File: config.mk
export PLATFORM = sky130hd
export DESIGN_NAME = register_file_param_flat
export DESIGN_NICKNAME = d
export VERILOG_FILES = /design/src/rtl/register_file_param_pkg.sv /design/src/rtl/register_file_param_if.sv /design/src/rtl/register_file_param_save_seq.sv /design/src/rtl/register_file_param.sv /design/src/flat_wrapper.sv
export SDC_FILE = /design/constraint.sdc
export NUM_CORES = 1
export LEC_CHECK = 0
export BUFFER_PORTS_ARGS = -buffer_cell sky130_fd_sc_hd__buf_2
export CAP_MARGIN = 10
export CORE_MARGIN = 1
export CORE_UTILIZATION = 30
export DETAILED_ROUTE_END_ITERATION = 10
export GPL_TIMING_DRIVEN = 0
export PLACE_DENSITY = 0.53
export SYNTH_ARGS = -nofsm -noshare
export SYNTH_HDL_FRONTEND = slang
export SYNTH_SLANG_ARGS = --single-unit
File: constraint.sdc
create_clock -name clock -period 5.5 [get_ports clock]
set_clock_uncertainty 0.2 [all_clocks]
set_input_delay 0.55 -clock clock [delete_from_list [all_inputs] [get_ports clock]]
set_output_delay 0.55 -clock clock [all_outputs]
set_load 0.005 [all_outputs]
File: src/rtl/register_file_param_pkg.sv
// Shared types and constants for the parametrised register file and its save/restore sequencer.
package register_file_param_pkg;

  // Save/restore sequencer states
  typedef enum logic [1:0] {
    SEQ_IDLE    = 2'b00,
    SEQ_SAVE    = 2'b01,
    SEQ_RESTORE = 2'b10
  } seq_state_e;

  // Read port 1 override encodings; any value with bit 1 clear means no override
  localparam logic [1:0] SET_NONE   = 2'b00;
  localparam logic [1:0] SET_IMM    = 2'b10;
  localparam logic [1:0] SET_BRANCH = 2'b11;

  // Default special register indices for an 8-entry file
  localparam int unsigned DEF_IMM_IDX    = 1;
  localparam int unsigned DEF_BRANCH_IDX = 7;
  localparam int unsigned ZERO_IDX       = 0;

endpackage

File: src/rtl/register_file_param_if.sv
// Decode/ALU-side bus of the register file: write, swap, read and context-switch controls.
interface register_file_param_if #(
  parameter int unsigned DATA_W   = 8,
  parameter int unsigned NUM_REGS = 8,
  parameter int unsigned RD1_REGS = 4
);
  localparam int unsigned AW  = $clog2(NUM_REGS);
  localparam int unsigned A1W = $clog2(RD1_REGS);

  logic              write_ctrl;
  logic              carry_out;
  logic              swap_ctrl;
  logic [1:0]        set_ctrl;
  logic [AW-1:0]     write_reg;
  logic [DATA_W-1:0] write_val;
  logic [A1W-1:0]    read_reg1;
  logic [AW-1:0]     read_reg2;
  logic              save_req;
  logic              restore_req;
  logic [DATA_W-1:0] read_val1;
  logic [DATA_W-1:0] read_val2;
  logic [DATA_W-1:0] branch_val;
  logic              busy;
  logic              done;

  // Decode side: drives controls, observes read data and sequencer status
  modport master (
    output write_ctrl, carry_out, swap_ctrl, set_ctrl, write_reg, write_val,
    output read_reg1, read_reg2, save_req, restore_req,
    input  read_val1, read_val2, branch_val, busy, done
  );

  // Register file side
  modport slave (
    input  write_ctrl, carry_out, swap_ctrl, set_ctrl, write_reg, write_val,
    input  read_reg1, read_reg2, save_req, restore_req,
    output read_val1, read_val2, branch_val, busy, done
  );

endinterface

File: src/rtl/register_file_param_save_seq.sv
// Multi-cycle live<->shadow bank copy sequencer: walks indices 1..NUM_REGS-1, one per cycle.
module regfile_save_seq
  import register_file_param_pkg::*;
#(
  parameter int unsigned NUM_REGS = 8
) (
  input  logic                        i_clk,
  input  logic                        i_rst,
  input  logic                        i_save_req,
  input  logic                        i_restore_req,
  output logic                        o_busy,
  output logic                        o_done,
  output logic                        o_copy_en_c,
  output logic                        o_restore_c,
  output logic [$clog2(NUM_REGS)-1:0] o_idx_c
);
  localparam int unsigned   AW       = $clog2(NUM_REGS);
  localparam logic [AW-1:0] LAST_IDX = AW'(NUM_REGS - 1);
  localparam logic [AW-1:0] FIRST_IDX = AW'(1);

  seq_state_e    r_state;
  seq_state_e    w_state_next;
  logic [AW-1:0] r_idx;
  logic [AW-1:0] w_idx_next;
  logic          r_busy;
  logic          r_done;
  logic          w_busy_next;
  logic          w_done_next;

  // State, counter and registered status flags
  always_ff @(posedge i_clk) begin
    if (i_rst) begin
      r_state <= SEQ_IDLE;
      r_idx   <= '0;
      r_busy  <= 1'b0;
      r_done  <= 1'b0;
    end else begin
      r_state <= w_state_next;
      r_idx   <= w_idx_next;
      r_busy  <= w_busy_next;
      r_done  <= w_done_next;
    end
  end

  // Next state: save wins over restore; stop after copying the last index (no counter wrap)
  always_comb begin
    w_state_next = r_state;
    w_idx_next   = r_idx;
    case (r_state)
      SEQ_IDLE: begin
        w_idx_next = FIRST_IDX;
        if (i_save_req) begin
          w_state_next = SEQ_SAVE;
        end else if (i_restore_req) begin
          w_state_next = SEQ_RESTORE;
        end
      end
      SEQ_SAVE, SEQ_RESTORE: begin
        if (r_idx == LAST_IDX) begin
          w_state_next = SEQ_IDLE;
        end else begin
          w_idx_next = r_idx + AW'(1);
        end
      end
      default: begin
        w_state_next = SEQ_IDLE;
      end
    endcase
    w_busy_next = (w_state_next != SEQ_IDLE);
    w_done_next = (r_state != SEQ_IDLE) && (w_state_next == SEQ_IDLE);
  end

  assign o_busy      = r_busy;
  assign o_done      = r_done;
  assign o_copy_en_c = (r_state != SEQ_IDLE);
  assign o_restore_c = (r_state == SEQ_RESTORE);
  assign o_idx_c     = r_idx;

endmodule

File: src/rtl/register_file_param.sv
// Parametrised accumulator-datapath register file with carry write, swap, read overrides,
// optional write bypass and a shadow bank for call/return context switching.
module register_file_param
  import register_file_param_pkg::*;
#(
  parameter int unsigned DATA_W     = 8,
  parameter int unsigned NUM_REGS   = 8,
  parameter int unsigned RD1_REGS   = 4,
  parameter int unsigned IMM_IDX    = DEF_IMM_IDX,
  parameter int unsigned BRANCH_IDX = NUM_REGS - 1,
  parameter int unsigned CARRY_VAL  = 1,
  parameter int unsigned BYPASS     = 0
) (
  input logic                  clock,
  input logic                  reset,
  register_file_param_if.slave bus
);
  localparam int unsigned       AW       = $clog2(NUM_REGS);
  localparam logic [AW-1:0]     IMM_A    = AW'(IMM_IDX);
  localparam logic [AW-1:0]     BRANCH_A = AW'(BRANCH_IDX);
  localparam logic [AW-1:0]     ZERO_A   = AW'(ZERO_IDX);
  localparam logic [DATA_W-1:0] CARRY_D  = DATA_W'(CARRY_VAL);

  logic [DATA_W-1:0] r_regs   [NUM_REGS];
  logic [DATA_W-1:0] r_shadow [NUM_REGS];

  logic          w_copy_en;
  logic          w_restore;
  logic [AW-1:0] w_copy_idx;
  logic          w_wr_acc;
  logic [AW-1:0] w_sw_a;
  logic [AW-1:0] w_sw_b;
  logic [AW-1:0] w_rd1_idx;
  logic [AW-1:0] w_rd2_idx;

  // Read data with optional same-cycle forwarding of an accepted write (carry value wins on IMM)
  function automatic logic [DATA_W-1:0] read_port(
    input logic [AW-1:0]     idx,
    input logic [DATA_W-1:0] arr_val,
    input logic              wr_acc,
    input logic              carry,
    input logic [AW-1:0]     wr_idx,
    input logic [DATA_W-1:0] wr_val
  );
    read_port = arr_val;
    if ((BYPASS != 0) && wr_acc && (idx != ZERO_A)) begin
      if (carry && (idx == IMM_A)) begin
        read_port = CARRY_D;
      end else if (idx == wr_idx) begin
        read_port = wr_val;
      end
    end
  endfunction

  regfile_save_seq #(
    .NUM_REGS (NUM_REGS)
  ) u_save_seq (
    .i_clk         (clock),
    .i_rst         (reset),
    .i_save_req    (bus.save_req),
    .i_restore_req (bus.restore_req),
    .o_busy        (bus.busy),
    .o_done        (bus.done),
    .o_copy_en_c   (w_copy_en),
    .o_restore_c   (w_restore),
    .o_idx_c       (w_copy_idx)
  );

  assign w_wr_acc  = bus.write_ctrl & ~w_copy_en;
  assign w_sw_a    = AW'(bus.read_reg1);
  assign w_sw_b    = bus.read_reg2;
  assign w_rd2_idx = bus.read_reg2;

  // Port 1 effective index: set_ctrl override, else low-window index
  always_comb begin
    w_rd1_idx = AW'(bus.read_reg1);
    if (bus.set_ctrl == SET_IMM) begin
      w_rd1_idx = IMM_A;
    end else if (bus.set_ctrl == SET_BRANCH) begin
      w_rd1_idx = BRANCH_A;
    end
  end

  assign bus.read_val1  = read_port(w_rd1_idx, r_regs[w_rd1_idx], w_wr_acc, bus.carry_out,
                                    bus.write_reg, bus.write_val);
  assign bus.read_val2  = read_port(w_rd2_idx, r_regs[w_rd2_idx], w_wr_acc, bus.carry_out,
                                    bus.write_reg, bus.write_val);
  assign bus.branch_val = r_regs[BRANCH_A];

  // Array update: reset > sequencer copy > write > swap; index 0 is never written
  always_ff @(posedge clock) begin
    if (reset) begin
      for (int unsigned i = 0; i < NUM_REGS; i++) begin
        r_regs[i]   <= '0;
        r_shadow[i] <= '0;
      end
    end else begin
      for (int unsigned i = 1; i < NUM_REGS; i++) begin
        if (w_copy_en) begin
          if (w_copy_idx == AW'(i)) begin
            if (w_restore) begin
              r_regs[i] <= r_shadow[i];
            end else begin
              r_shadow[i] <= r_regs[i];
            end
          end
        end else if (bus.write_ctrl) begin
          if (bus.carry_out && (AW'(i) == IMM_A)) begin
            r_regs[i] <= CARRY_D;
          end else if (bus.write_reg == AW'(i)) begin
            r_regs[i] <= bus.write_val;
          end
        end else if (bus.swap_ctrl) begin
          if (AW'(i) == w_sw_a) begin
            r_regs[i] <= r_regs[w_sw_b];
          end else if (AW'(i) == w_sw_b) begin
            r_regs[i] <= r_regs[w_sw_a];
          end
        end
      end
    end
  end

endmodule

File: src/flat_wrapper.sv
// flat-port wrapper written by rule: the top's interface ports become plain ports
module register_file_param_flat import register_file_param_pkg::*;
#(
  parameter int unsigned DATA_W     = 8,
  parameter int unsigned NUM_REGS   = 8,
  parameter int unsigned RD1_REGS   = 4,
  parameter int unsigned IMM_IDX    = DEF_IMM_IDX,
  parameter int unsigned BRANCH_IDX = NUM_REGS - 1,
  parameter int unsigned CARRY_VAL  = 1,
  parameter int unsigned BYPASS     = 0
)
  (clock, reset, bus_write_ctrl, bus_carry_out, bus_swap_ctrl, bus_set_ctrl, bus_write_reg, bus_write_val, bus_read_reg1, bus_read_reg2, bus_save_req, bus_restore_req, bus_read_val1, bus_read_val2, bus_branch_val, bus_busy, bus_done);
  register_file_param_if #(.DATA_W(DATA_W), .NUM_REGS(NUM_REGS), .RD1_REGS(RD1_REGS)) bus_i ();
  input logic clock;
  input logic reset;
  input wire logic [$bits(bus_i.write_ctrl)-1:0] bus_write_ctrl;
  input wire logic [$bits(bus_i.carry_out)-1:0] bus_carry_out;
  input wire logic [$bits(bus_i.swap_ctrl)-1:0] bus_swap_ctrl;
  input wire logic [$bits(bus_i.set_ctrl)-1:0] bus_set_ctrl;
  input wire logic [$bits(bus_i.write_reg)-1:0] bus_write_reg;
  input wire logic [$bits(bus_i.write_val)-1:0] bus_write_val;
  input wire logic [$bits(bus_i.read_reg1)-1:0] bus_read_reg1;
  input wire logic [$bits(bus_i.read_reg2)-1:0] bus_read_reg2;
  input wire logic [$bits(bus_i.save_req)-1:0] bus_save_req;
  input wire logic [$bits(bus_i.restore_req)-1:0] bus_restore_req;
  output wire logic [$bits(bus_i.read_val1)-1:0] bus_read_val1;
  output wire logic [$bits(bus_i.read_val2)-1:0] bus_read_val2;
  output wire logic [$bits(bus_i.branch_val)-1:0] bus_branch_val;
  output wire logic [$bits(bus_i.busy)-1:0] bus_busy;
  output wire logic [$bits(bus_i.done)-1:0] bus_done;
  assign bus_i.write_ctrl = bus_write_ctrl;
  assign bus_i.carry_out = bus_carry_out;
  assign bus_i.swap_ctrl = bus_swap_ctrl;
  assign bus_i.set_ctrl = bus_set_ctrl;
  assign bus_i.write_reg = bus_write_reg;
  assign bus_i.write_val = bus_write_val;
  assign bus_i.read_reg1 = bus_read_reg1;
  assign bus_i.read_reg2 = bus_read_reg2;
  assign bus_i.save_req = bus_save_req;
  assign bus_i.restore_req = bus_restore_req;
  assign bus_read_val1 = bus_i.read_val1;
  assign bus_read_val2 = bus_i.read_val2;
  assign bus_branch_val = bus_i.branch_val;
  assign bus_busy = bus_i.busy;
  assign bus_done = bus_i.done;
  register_file_param #(.DATA_W(DATA_W), .NUM_REGS(NUM_REGS), .RD1_REGS(RD1_REGS), .IMM_IDX(IMM_IDX), .BRANCH_IDX(BRANCH_IDX), .CARRY_VAL(CARRY_VAL), .BYPASS(BYPASS)) u_core (.clock(clock), .reset(reset), .bus(bus_i));
endmodule
==> summary.md <==
| Metric | Value |
|---|---|
| Yosys cell types | 59 |
| Net Sw Power | 0.653 mW |
| Failing checks | design-rule violations |
| Post-synthesis cell count | 571 |
| Top-count cell post-synth | edfxtp_1 |
| Setup TNS | 0 ns |
| Maximum buffer depth of the clock tree | 2 |
| Top-area cell type share of the netlist area | 0.495 |
| Sequence of cells on the critical path | buf_2, buf_2, nor2_2, nor2b_1, buf_2, a2bb2oi_1, a21oi_1, buf_2 |
| CP Launch Point | bus_read_reg1[0] |
| Final period util | 0.552 |
| Die Ht | around 150 um |
| Resize count post-CTS | 0 |
| Multi-input logic area | approximately 3000 sq um |
| Most frequent cells after synthesis | edfxtp_1 (112), mux2i_1 (33), mux2_2 (32) |
| Fin nets | roughly 670 |
| Total Power | between 2 and 2.5 mW |
| Post-Synthesis Net Count | 605 |
| Ys async rst share | 0 |
| FP Rows | between 50 and 60 |
| Antenna diodes | 0 |
| Cell mode on critical path | buf_2 |
| ANT nets after route | 0 |
| WL/cell | 26.0 um |
| Relative slew slack | 0.175 |
| Fmax | approximately 0.33 GHz |
| Die area | 23300 sq um |
| Combinational share of power | 0.137 |
| Fin crit period | approximately 3 ns |
| CP Max Fanout | 10 |
| RSZ-0062 raised after global routing | false |
| Average size of a mapped cell | approximately 12 sq um |
| Initial DRC count | 764 |
| Slowest stage delay, CP | roughly 0.5 ns |
| CP startpoint kind | input pin |
| Critical path buffer and inverter count | 4 |
| First-pass GRT wire length | between 30000 and 40000 um |
| Number of max-cap violations | 0 |
| DRC violations left | 3 |
| Die width | 153 um |
| Area Growth Syn to Fin | 16.0% |
| Clock sinks | roughly 120 |
| Clock network fraction of design power | 0.404 |
| Leakage | about 3.0 nW |
| CP arrival | ~2.3 ns |
| Filler instances | approximately 2200 |
| Area contributors post-synth | edfxtp_1 (49%), mux2_2 (5.3%), mux2i_1 (4.9%) |
| Design area | a little under 8000 sq um |
| R2r setup slk | ~2.5 ns |
| CTS tree | yes |
| Largest net degree at the start of global routing | 17 |
| GR Util All Layers | 0.210 |
| Seq/Total Area, Yosys | 0.515 |
| Status | finished, violations left |
| Worst skew pair latency | ~0.43 ns |
| Finish-stage setup viols | 0 |
| RD Place Congestion | about 0.9 |
| Ys flop type | edfxtp_1 |
| Post-DP Area | ~7400 sq um |
| Crit. End Element | output pin |
| Routed WL | between 20000 and 25000 um |
| Postcts setup bufs | 0 |
| DP HPWL | ~18000 um |
| Max VDD drop | 0.200 mV |
| Ports | around 50 |
| Least-Margin Pin Slew | about 1.2 ns |
| Final Hold Viols | 0 |
| CP max-delay cell | nor2_2 |
| Crit path depth | 8 |
| I/O Buffers | 48 |
| CTS Hold Bufs | 0 |
| Critical path endpoint | bus_read_val1[3] |
| Yosys reg bits | around 120 |
| Delay-heaviest family, CP | buffers and inverters |
| Via/cell ratio | around 5.9 |
| Via Count | approximately 5500 |
| Layout cell share with drive strength beyond 1 | 0.234 |
| PwrDens | between 300 and 400 nW/um^2 |
| Req. time, crit path | ~4.8 ns |
| Root Buffer | clkbuf_16 |
| Worst hold path class | input pin to register |
| CTS clock-pin slew for the worst setup and hold paths | around 0.050 ns |
| Worst R2R End | u_core.r_regs[5][4] |
| RR Startpoint | u_core.u_save_seq.r_state[1] |
| Antenna violations before repair | 0 |
| Internal | ~1.7 mW |
| CP Class | input pin to output pin |
| Grt ovf | 0 |
| CORE AREA | 22000 sq um |
| H-tree levels | 4 |
| R2R cell count | 8 |
| Vias in the first global route | approximately 5200 |
| Sw Ratio | 0.274 |
| Initial Utilization | 0.309 |
| Cell Area, Synth | 6800 sq um |
| Sequential share of power | 0.459 |
| Drt first pass iters | 10 |
| Dominant cell type by area after synthesis | edfxtp_1 |
| CTS Buf Count | 17 |
| Slew Limit Fails | 0 |
| Synthesis Warnings | 0 |
| EDFF count, synth | roughly 110 |
| FF+latch area | 3500 sq um |
-- cells in the final DEF (no fill, tap or decap), types with 18 or more instances in the layout --
cell      synthesis  routed
clkbuf_1         17      19
mux2i_1          33      33
mux2_2           32      32
and2_1           27      27
edfxtp_1        112     112
nor2b_1          28      28
nor2_1           25      25
o21ai_0          29      29
a22oi_1          18      18
o22ai_1          23      23
and3_1           18      18
buf_2            11      59
-- cell families after synthesis --
group	count (synthesis)	share of synthesized area
adder cells (fa/ha/maj)	9	0.0166
buffers and inverters	58	0.0440
multiplexers	66	0.104
flip-flops	119	0.515
AO/OA/AOI/OAI	162	0.177
AND/OR/NAND/NOR	157	0.143
-- worst min path at each step --
stage | startpoint | to | slack (ns) | depth (start not counted)
2_1_floorplan | u_core.u_save_seq.r_state[0] | u_core.u_save_seq.r_state[0] | 0.31 | 2
3_3_place_gp | u_core.u_save_seq.r_state[0] | u_core.u_save_seq.r_state[0] | 0.32 | 2
3_5_place_dp | u_core.r_regs[4][0] | u_core.r_shadow[2][0] | 0.35 | 1
4_1_cts | bus_save_req | u_core.u_save_seq.r_state[0] | 0.23 | 3
5_1_grt | bus_save_req | u_core.u_save_seq.r_state[0] | 0.26 | 3
6_report | bus_save_req | u_core.u_save_seq.r_state[0] | 0.23 | 3
-- state kept, by name (all words and copies together) (netlist names) --
signal                     cells
u_core.r_regs                 56
u_core.r_shadow               56
u_core.u_save_seq.o_busy       1
u_core.u_save_seq.o_done       1
u_core.u_save_seq.o_idx_c      3
u_core.u_save_seq.r_state      2
-- per-layer routing --
layer,GRT usage,vias to the layer above,routed length (um)
met5,0,-,0
met2,0.319,297,10800
met4,0.0952,0,854
met1,0.280,2725,10300
met3,0.0549,50,2190
li1,-,2401,-
-- power by group through the flow --
stage | clock network [mW] | registers (mW) | logic [mW]
finish | 0.962 | 1.09 | 0.325
global route | 1.01 | 1.10 | 0.347
CTS | 0.970 | 1.09 | 0.322
detailed placement | 0 | 1.11 | 0.321
global placement | 0 | 1.11 | 0.319
floorplan | 0 | 1.09 | 0.194
-- tightest hold or removal path: stages --
cell,delay [ns]
buf_2,0.10
nand2_1,0.07
a211oi_1,0.08
-- layout make-up --
| class | instances | share of cell area |
|---|---|---|
| sequential | 119 | 0.444 |
| multi-input combinational | 394 | 0.380 |
| clock buffer | 19 | 0.0549 |
| tap | 280 | 0.0444 |
| timing repair buffer | 48 | 0.0305 |
| buffer | 41 | 0.0298 |
| inverter | 17 | 0.00810 |
| clock inverter | 11 | 0.00794 |
-- metrics by stage --
stage	instances	hold slack, ns	setup WS [ns]	utilization
finish	929	0.234	2.47	0.358
global route	929	0.256	2.34	0.358
CTS	929	0.227	2.44	0.358
detailed placement	899	0.346	2.45	0.335
global placement	899	0.323	2.46	0.335
floorplan	571	0.310	3.13	-
No activity file was read; power rests on OpenSTA's default activity.
